==> config.mk <==
export PLATFORM = sky130hd
export DESIGN_NAME = jam_cost_server
export DESIGN_NICKNAME = d
export VERILOG_FILES = /design/src/rtl/jam_cost_server.sv
export SDC_FILE = /design/constraint.sdc
export NUM_CORES = 1
export LEC_CHECK = 0
export ABC_AREA = 1
export BUFFER_PORTS_ARGS = -buffer_cell sky130_fd_sc_hd__buf_4
export CORE_MARGIN = 3
export CORE_UTILIZATION = 38
export CTS_CLUSTER_SIZE = 28
export DETAILED_ROUTE_END_ITERATION = 12
export GPL_ROUTABILITY_DRIVEN = 0
export PLACE_DENSITY = 0.57
export SYNTH_ARGS = -nofsm -noshare
export SYNTH_HDL_FRONTEND = slang
export SYNTH_SLANG_ARGS = --single-unit
==> constraint.sdc <==
create_clock -name CLK -period 1.9 [get_ports CLK]
set_input_delay 0.095 -clock CLK [delete_from_list [all_inputs] [get_ports CLK]]
set_output_delay 0.095 -clock CLK [all_outputs]
set_load 0.02 [all_outputs]
==> src/rtl/jam_cost_server.sv <==
// Responder for the JAM worker/job interface: holds the 8x8 cost matrix, gates JAM's reset and captures its result.
// Optional watchdog: define JAM_TIMEOUT_EN to end a RUN after TIMEOUT_CYCLES cycles without a result.
module jam_cost_server #(
  parameter int TIMEOUT_CYCLES = 400000,
  parameter int CNT_W          = 20
) (
  input  logic             CLK,
  input  logic             RST,
  input  logic             load_valid,
  input  logic [6:0]       load_data,
  output logic             load_ready,
  input  logic             restart,
  input  logic             rerun,
  output logic             jam_rst,
  input  logic [2:0]       W,
  input  logic [2:0]       J,
  output logic [6:0]       Cost,
  input  logic [3:0]       MatchCount,
  input  logic [9:0]       MinCost,
  input  logic             Valid,
  output logic             done,
  output logic [9:0]       result_mincost,
  output logic [3:0]       result_matchcount,
  output logic [CNT_W-1:0] run_cycles,
  output logic             timeout
);

  typedef enum logic [1:0] {S_LOAD, S_RUN, S_DONE} state_t;

  if (TIMEOUT_CYCLES > (2 ** CNT_W) - 1) begin : g_cnt_w_check
    $error("CNT_W too narrow to hold TIMEOUT_CYCLES");
  end

  state_t           r_state;
  logic [5:0]       r_addr;
  logic [6:0]       r_table [64];
  logic             r_jam_rst;
  logic             r_load_ready;
  logic             r_done;
  logic [9:0]       r_mincost;
  logic [3:0]       r_matchcount;
  logic [CNT_W-1:0] r_run_cycles;
  logic             w_capture;
  logic [CNT_W-1:0] w_rc_next;

  // JAM's result only counts once it has seen at least one reset edge.
  assign w_capture = Valid && !r_jam_rst;
  assign w_rc_next = (r_run_cycles == '1) ? r_run_cycles : r_run_cycles + 1'b1;

`ifdef JAM_TIMEOUT_EN
  logic r_timeout;
  logic w_expire;
  assign w_expire = (r_run_cycles == CNT_W'(TIMEOUT_CYCLES - 1));
  assign timeout  = r_timeout;
`else
  assign timeout = 1'b0;
`endif

  always_ff @(posedge CLK) begin
    if (r_state == S_LOAD && load_valid)
      r_table[r_addr] <= load_data;
  end

  assign Cost = r_table[{W, J}];

  always_ff @(posedge CLK or posedge RST) begin
    if (RST) begin
      r_state      <= S_LOAD;
      r_addr       <= '0;
      r_jam_rst    <= 1'b1;
      r_load_ready <= 1'b1;
      r_done       <= 1'b0;
      r_mincost    <= '0;
      r_matchcount <= '0;
      r_run_cycles <= '0;
`ifdef JAM_TIMEOUT_EN
      r_timeout    <= 1'b0;
`endif
    end else begin
      case (r_state)
        S_LOAD: begin
          if (load_valid) begin
            r_addr <= r_addr + 6'd1;
            if (r_addr == 6'd63) begin
              r_state      <= S_RUN;
              r_load_ready <= 1'b0;
              r_run_cycles <= '0;
            end
          end
        end
        S_RUN: begin
          r_run_cycles <= w_rc_next;
          if (w_capture) begin
            r_mincost    <= MinCost;
            r_matchcount <= MatchCount;
            r_done       <= 1'b1;
            r_jam_rst    <= 1'b1;
            r_state      <= S_DONE;
          end
`ifdef JAM_TIMEOUT_EN
          else if (w_expire) begin
            r_timeout <= 1'b1;
            r_done    <= 1'b1;
            r_jam_rst <= 1'b1;
            r_state   <= S_DONE;
          end
`endif
          else begin
            r_jam_rst <= 1'b0;
          end
        end
        S_DONE: begin
          if (restart) begin
            r_state      <= S_LOAD;
            r_done       <= 1'b0;
            r_addr       <= '0;
            r_load_ready <= 1'b1;
`ifdef JAM_TIMEOUT_EN
            r_timeout    <= 1'b0;
`endif
          end else if (rerun) begin
            r_state      <= S_RUN;
            r_done       <= 1'b0;
            r_run_cycles <= '0;
`ifdef JAM_TIMEOUT_EN
            r_timeout    <= 1'b0;
`endif
          end
        end
        default: r_state <= S_LOAD;
      endcase
    end
  end

  assign jam_rst           = r_jam_rst;
  assign load_ready        = r_load_ready;
  assign done              = r_done;
  assign result_mincost    = r_mincost;
  assign result_matchcount = r_matchcount;
  assign run_cycles        = r_run_cycles;

endmodule

Word-level counts from Yosys, hierarchy flattened:

Memory sizes are Yosys's and may differ from the RTL's.
Index checks and enable logic that the tools add are counted.

* add/subtract/negate cells: 2
* reduce and logical (&&, ||, !) cells: 13
* mux-type cells: 26
* eq/ne operators: 12

Operators by type and width (count)
* $mux W20: 5
* $pmux W20 S3: 1
* $add A20 B1 Y20 const B: 1
* $eq A20 B20 Y1 const B: 1
* $mux W6: 2
* $ne A2 B2 Y1 const B: 6
* $pmux W6 S2: 1
* $mux W2: 5
* $mux W1: 9
* $reduce_and A4 Y1: 2
* $add A6 B1 Y6 const B: 1
* $eq A6 B6 Y1 const B: 1
* $pmux W2 S3: 1
* $reduce_and A3 Y1: 2
* $reduce_and A6 Y1: 1
* $pmux W1 S2: 2
* $reduce_bool A2 Y1: 2
* $ne A3 B3 Y1 const B: 1
* $reduce_bool A3 Y1: 1
* $eq A2 B1 Y1 const B: 1
* $eq A2 B2 Y1 const B: 1
* $logic_and A1 B1 Y1: 2
* $logic_not A2 Y1: 1
* $ne A2 B1 Y1 const B: 1
* other kinds (2): 2

* memory bits (writable): 448
* bits of input ports: 33
* word-level logic and storage cells: 62
* flip-flop bits (word level): 45
* output and inout port bits: 45
* memories kept: 1

Memories
* r_table: words 64, width 7, rd ports 1, clocked after memory_dff 0, write ports 1, line 36 `logic [6:0] r_table [64];`

Longest topological paths before layout:

* word-level depth: 4
* gate-level depth with buffers: 12

Worst setup path before layout:

No wires, ideal clock.

* kind: reg2reg
* start point: register r_state[1]
* end point: memory r_table[15][0] (enable)
* stages on the path, launching flop included: 10
* buffers on the path: 0
* data required time: 1520 ps
* arrival time: 1712 ps
* path slack: -192 ps
* cells stage by stage: dfrtp_1 inv_2 nand2_2 nor2_4 inv_2 nor2_1 inv_2 nor2_1 inv_1 nor3_1

* longest elaborated chain between the ends: 4

Ends and longest elaborated chain
* start: declaration: line 34 `state_t r_state;`
* start signal: assignment: line 68 `r_state <= S_LOAD;`
* start signal: assignment: line 85 `r_state <= S_RUN;`
* start signal: assignment: line 98 `r_state <= S_DONE;`
* $logic_not A2 Y1: line 60 `if (r_state == S_LOAD && load_valid)`
* $logic_and A1 B1 Y1: line 60
* $mux W1: line 60
* $mux W1 (not written as such): line 61 `r_table[r_addr] <= load_data;`
* end: declaration: line 36

No other way between the ends.

Worst setup path after layout:

* start point: memory r_table[15][5]
* end point: output Cost[5]

* longest elaborated chain between the ends: 1

Ends and longest elaborated chain
* $mem_v2 Z64 W7
* end: declaration: line 17 `output logic [6:0] Cost,`

No other way between the ends.

==> impl_metrics.tcl <==
set metrics [dict create \
    fin_crit_sh_pct 104 \
    firstDrtPassIters 5 \
    initial_core_util_pct 38.6 \
    power_mw 27.8 \
    pwr-share-comb_pct 16.8 \
    crit_required_ns 1.80 \
    ys_warn_count 0 \
    synth_cells 1872 \
    syn-cell-area_um2 20900 \
    timing.max_cap.violations 0 \
    drt-vias-per-instance 5.18 \
    crit_path_end_kind "output port" \
    cts_max_level 2 \
    postCtsSetupRepairBufs 0 \
    drv_slew 0 \
    path_clk_slew_ns 0.06 \
    power_density_nw_per_um2 1080 \
    hpwl_um 34900 \
    clock_sinks 493 \
    rows 85 \
    core_um2 54100 \
    num-fill-cells 4845 \
    power_switching_share_pct 27.5 \
    root_buffer "clkbuf_16" \
    rsz0062_at_grt "yes" \
    die_w_um 240 \
    hold_viol 0 \
    seq_power_share_pct 46.4 \
    place_ws_ns 0.0330 \
    antenna_found_initial 2 \
    fin_tns_setup_ns -0.304 \
    rr_worst_depth 9 \
    clkPwrFrac_pct 36.7 \
    ant_nets 0 \
    drive_gt1_share_pct 24.6 \
    syn-num-nets 1907 \
    io_pins 78 \
    chipHeight_um 240 \
    ys.flop_type "edfxtp_1" \
    cts_inserted_buffers 52 \
    grt_pass1_wl_um 85600 \
    first_iter_violations 1114 \
    hold_slack_ns 0.0873 \
    critical_path.max_fanout 1 \
    ff2ff_setup_slack_ns 0.12 \
    via_count 14500 \
    hold_end "run_cycles[2]" \
    fmax_mhz 505 \
    tritoncts "built" \
    dieArea_um2 57800 \
    synth.distinct_cells 41 \
    outcome "finished with violations" \
    port_buffers 76 \
    irDropWorstVdd_uv 689 \
    worst_pin_slew_ns 0.783 \
    finalCriticalPeriod_ns 1.98 \
    setup_slack_ns -0.0813 \
    nNetsFinal 2093 \
    grt_usage_pct 19.5 \
    num_antenna_cells 0 \
    hold_depth 6 \
    async_reset_ff_share_pct 9.13 \
    area_delta_synth_final_pct 23.7 \
    worstPathArrival_ns 1.89 \
    ys_seq_elements 493 \
    ys_seq_area_share_pct 69.9 \
    violations "negative setup slack" \
    drc_errors 0 \
    post-route-util_pct 47.7 \
    synth_edf_count 448 \
    critical_path_class "reg2out" \
    totalWireLength_um 56100 \
    critPathLaunchType "flop" \
    synth_area_per_cell_um2 11.2 \
    reg2reg_to "r_table[31][6]" \
    relSlewSlack_pct 47.8 \
    grt_max_degree 59 \
    hold_class "in2reg" \
    insertion_delay_ns 0.62 \
    timing.rr.start "r_addr[0]" \
    p_leak_nw 9.76 \
    finClkSkew_ns 0.0212 \
    min_from "rerun" \
    intPower_mw 20.1 \
    wl_per_cell_um 20.1 \
    setup_violations 7 \
    p_sw_mw 7.65 \
    grt_pass1_vias 14400 \
    grt_overflow_total 0 \
    cts.path.max_buffers 3 \
]
[cell usage after synthesis, types with 2 or more instances]
cell,instances,area share (%)
clkbuf_1,13,0.23
ha_1,2,0.12
o21ai_2,14,0.59
dfrtp_1,43,5.2
o21ai_0,12,0.29
nand2_1,645,12
nor2_4,6,0.32
a21o_1,2,0.072
buf_6,15,0.81
dfstp_2,2,0.25
or2_2,4,0.12
nand4_1,2,0.060
nor3_1,7,0.17
xor2_1,2,0.084
a21oi_1,5,0.12
edfxtp_1,448,64
nor2_2,4,0.12
o21bai_1,2,0.072
nand3_1,403,9.7
buf_4,11,0.40
inv_2,7,0.13
nand2_2,6,0.18
inv_1,36,0.65
nor2_1,92,1.7
mux2_1,3,0.16
buf_1,9,0.16
buf_2,53,1.3
mux2_2,11,0.59
[critical path, stage by stage, from the launching register on]
cell	delay [ns]
edfxtp_1	0.37
nand2_1	0.10
nand3_2	0.08
nand3_1	0.11
nand2_2	0.09
nand2_2	0.09
nand3_2	0.07
nand3_2	0.11
nand2_2	0.08
buf_4	0.16
[worst max path at each step]
stage	from	cells after the start	slack (ns)	to
floorplan	r_state[1]	9	-0.19	r_table[15][0]
global placement	r_addr[0]	8	0.01	r_table[39][3]
detailed placement	J[0]	12	0.03	Cost[3]
CTS	r_table[8][1]	9	-0.07	Cost[1]
global route	r_table[15][5]	9	-0.16	Cost[5]
finish	r_table[15][5]	9	-0.08	Cost[5]
[cell type report]
| type | instances | area [um2] | share of cell area [%] |
|---|---|---|---|
| inverter | 44 | 171 | 0.664 |
| timing repair buffer | 233 | 2140 | 8.30 |
| clock buffer | 70 | 1400 | 5.42 |
| sequential | 493 | 14600 | 56.5 |
| multi-input combinational | 1234 | 6350 | 24.6 |
| tap | 696 | 871 | 3.37 |
| clock inverter | 25 | 303 | 1.17 |
[power by group through the flow]
stage / sequential [mW] / combinational [mW] / clock, mW
2_1_floorplan: 13.4 / 2.15 / 0
5_1_grt: 13.0 / 5.09 / 10.9
4_1_cts: 12.9 / 4.63 / 10.4
3_5_place_dp: 13.1 / 4.43 / 0
3_3_place_gp: 13.1 / 4.39 / 0
6_report: 12.9 / 4.68 / 10.2
[state kept, by name (all words and copies together) (netlist names)]
name,flops
r_table,448
load_ready,1
result_matchcount,4
jam_rst,1
run_cycles,20
result_mincost,10
done,1
r_addr,6
r_state,2
[metrics by stage]
| step | instances | area, um2 |
|---|---|---|
| after detailed placement | 2673 | 23000 |
| after global routing | 2795 | 25800 |
| after floorplan | 1872 | 20900 |
| final | 2795 | 25800 |
| after global placement | 2673 | 23000 |
| after CTS | 2795 | 25600 |
[logic make-up after synthesis]
group           Yosys count  synth area share, %
compound gates           42                 1.41
xor+xnor                  2               0.0839
fa+ha+maj                 2                0.120
buf+inv                 145                 3.67
flops                   493                 69.9
mux                      14                0.755
other cells               1               0.0180
simple gates           1173                 24.1
[repair_timing]
action	CTS	global route
gates resized for setup	150	48
hold endpoints to repair	243	0
pin swaps	77	42
endpoints found under the setup margin	7	94
hold buffers	27	0
[metal layers]
metal / GRT usage, % / part of all wire (%)
met1: 25.8 / 43
met2: 32.0 / 48
met3: 4.85 / 6.6
met4: 5.85 / 2.5
met5: 0 / 0.023
[placed cells by master, fill, tap and decap left out, types with 3 or more instances in the layout]
| cell type | synthesis | final |
|---|---|---|
| nand2_1 | 645 | 593 |
| edfxtp_1 | 448 | 448 |
| nand3_1 | 403 | 277 |
| buf_4 | 11 | 175 |
| nand3_2 | 1 | 123 |
| nor2_1 | 92 | 90 |
| nand2_2 | 6 | 53 |
| clkbuf_16 | 0 | 53 |
| dfrtp_1 | 43 | 41 |
| inv_1 | 36 | 33 |
| dlygate4sd3_1 | 0 | 27 |
| buf_12 | 0 | 24 |
| clkbuf_1 | 13 | 16 |
| o21ai_2 | 14 | 14 |
| clkinv_1 | 0 | 12 |
| o21ai_0 | 12 | 12 |
| mux2_2 | 11 | 11 |
| inv_2 | 7 | 8 |
| nor3_1 | 7 | 7 |
| nor2_4 | 6 | 7 |
| buf_6 | 15 | 7 |
| bufinv_16 | 0 | 6 |
| nand3_4 | 1 | 5 |
| nand2_4 | 0 | 5 |
| nor2_2 | 4 | 5 |
| a21oi_1 | 5 | 5 |
| or2_2 | 4 | 4 |
| mux2_1 | 3 | 3 |
| clkinv_2 | 0 | 3 |
| clkinvlp_4 | 0 | 3 |
No activity file was read; power rests on OpenSTA's default activity.
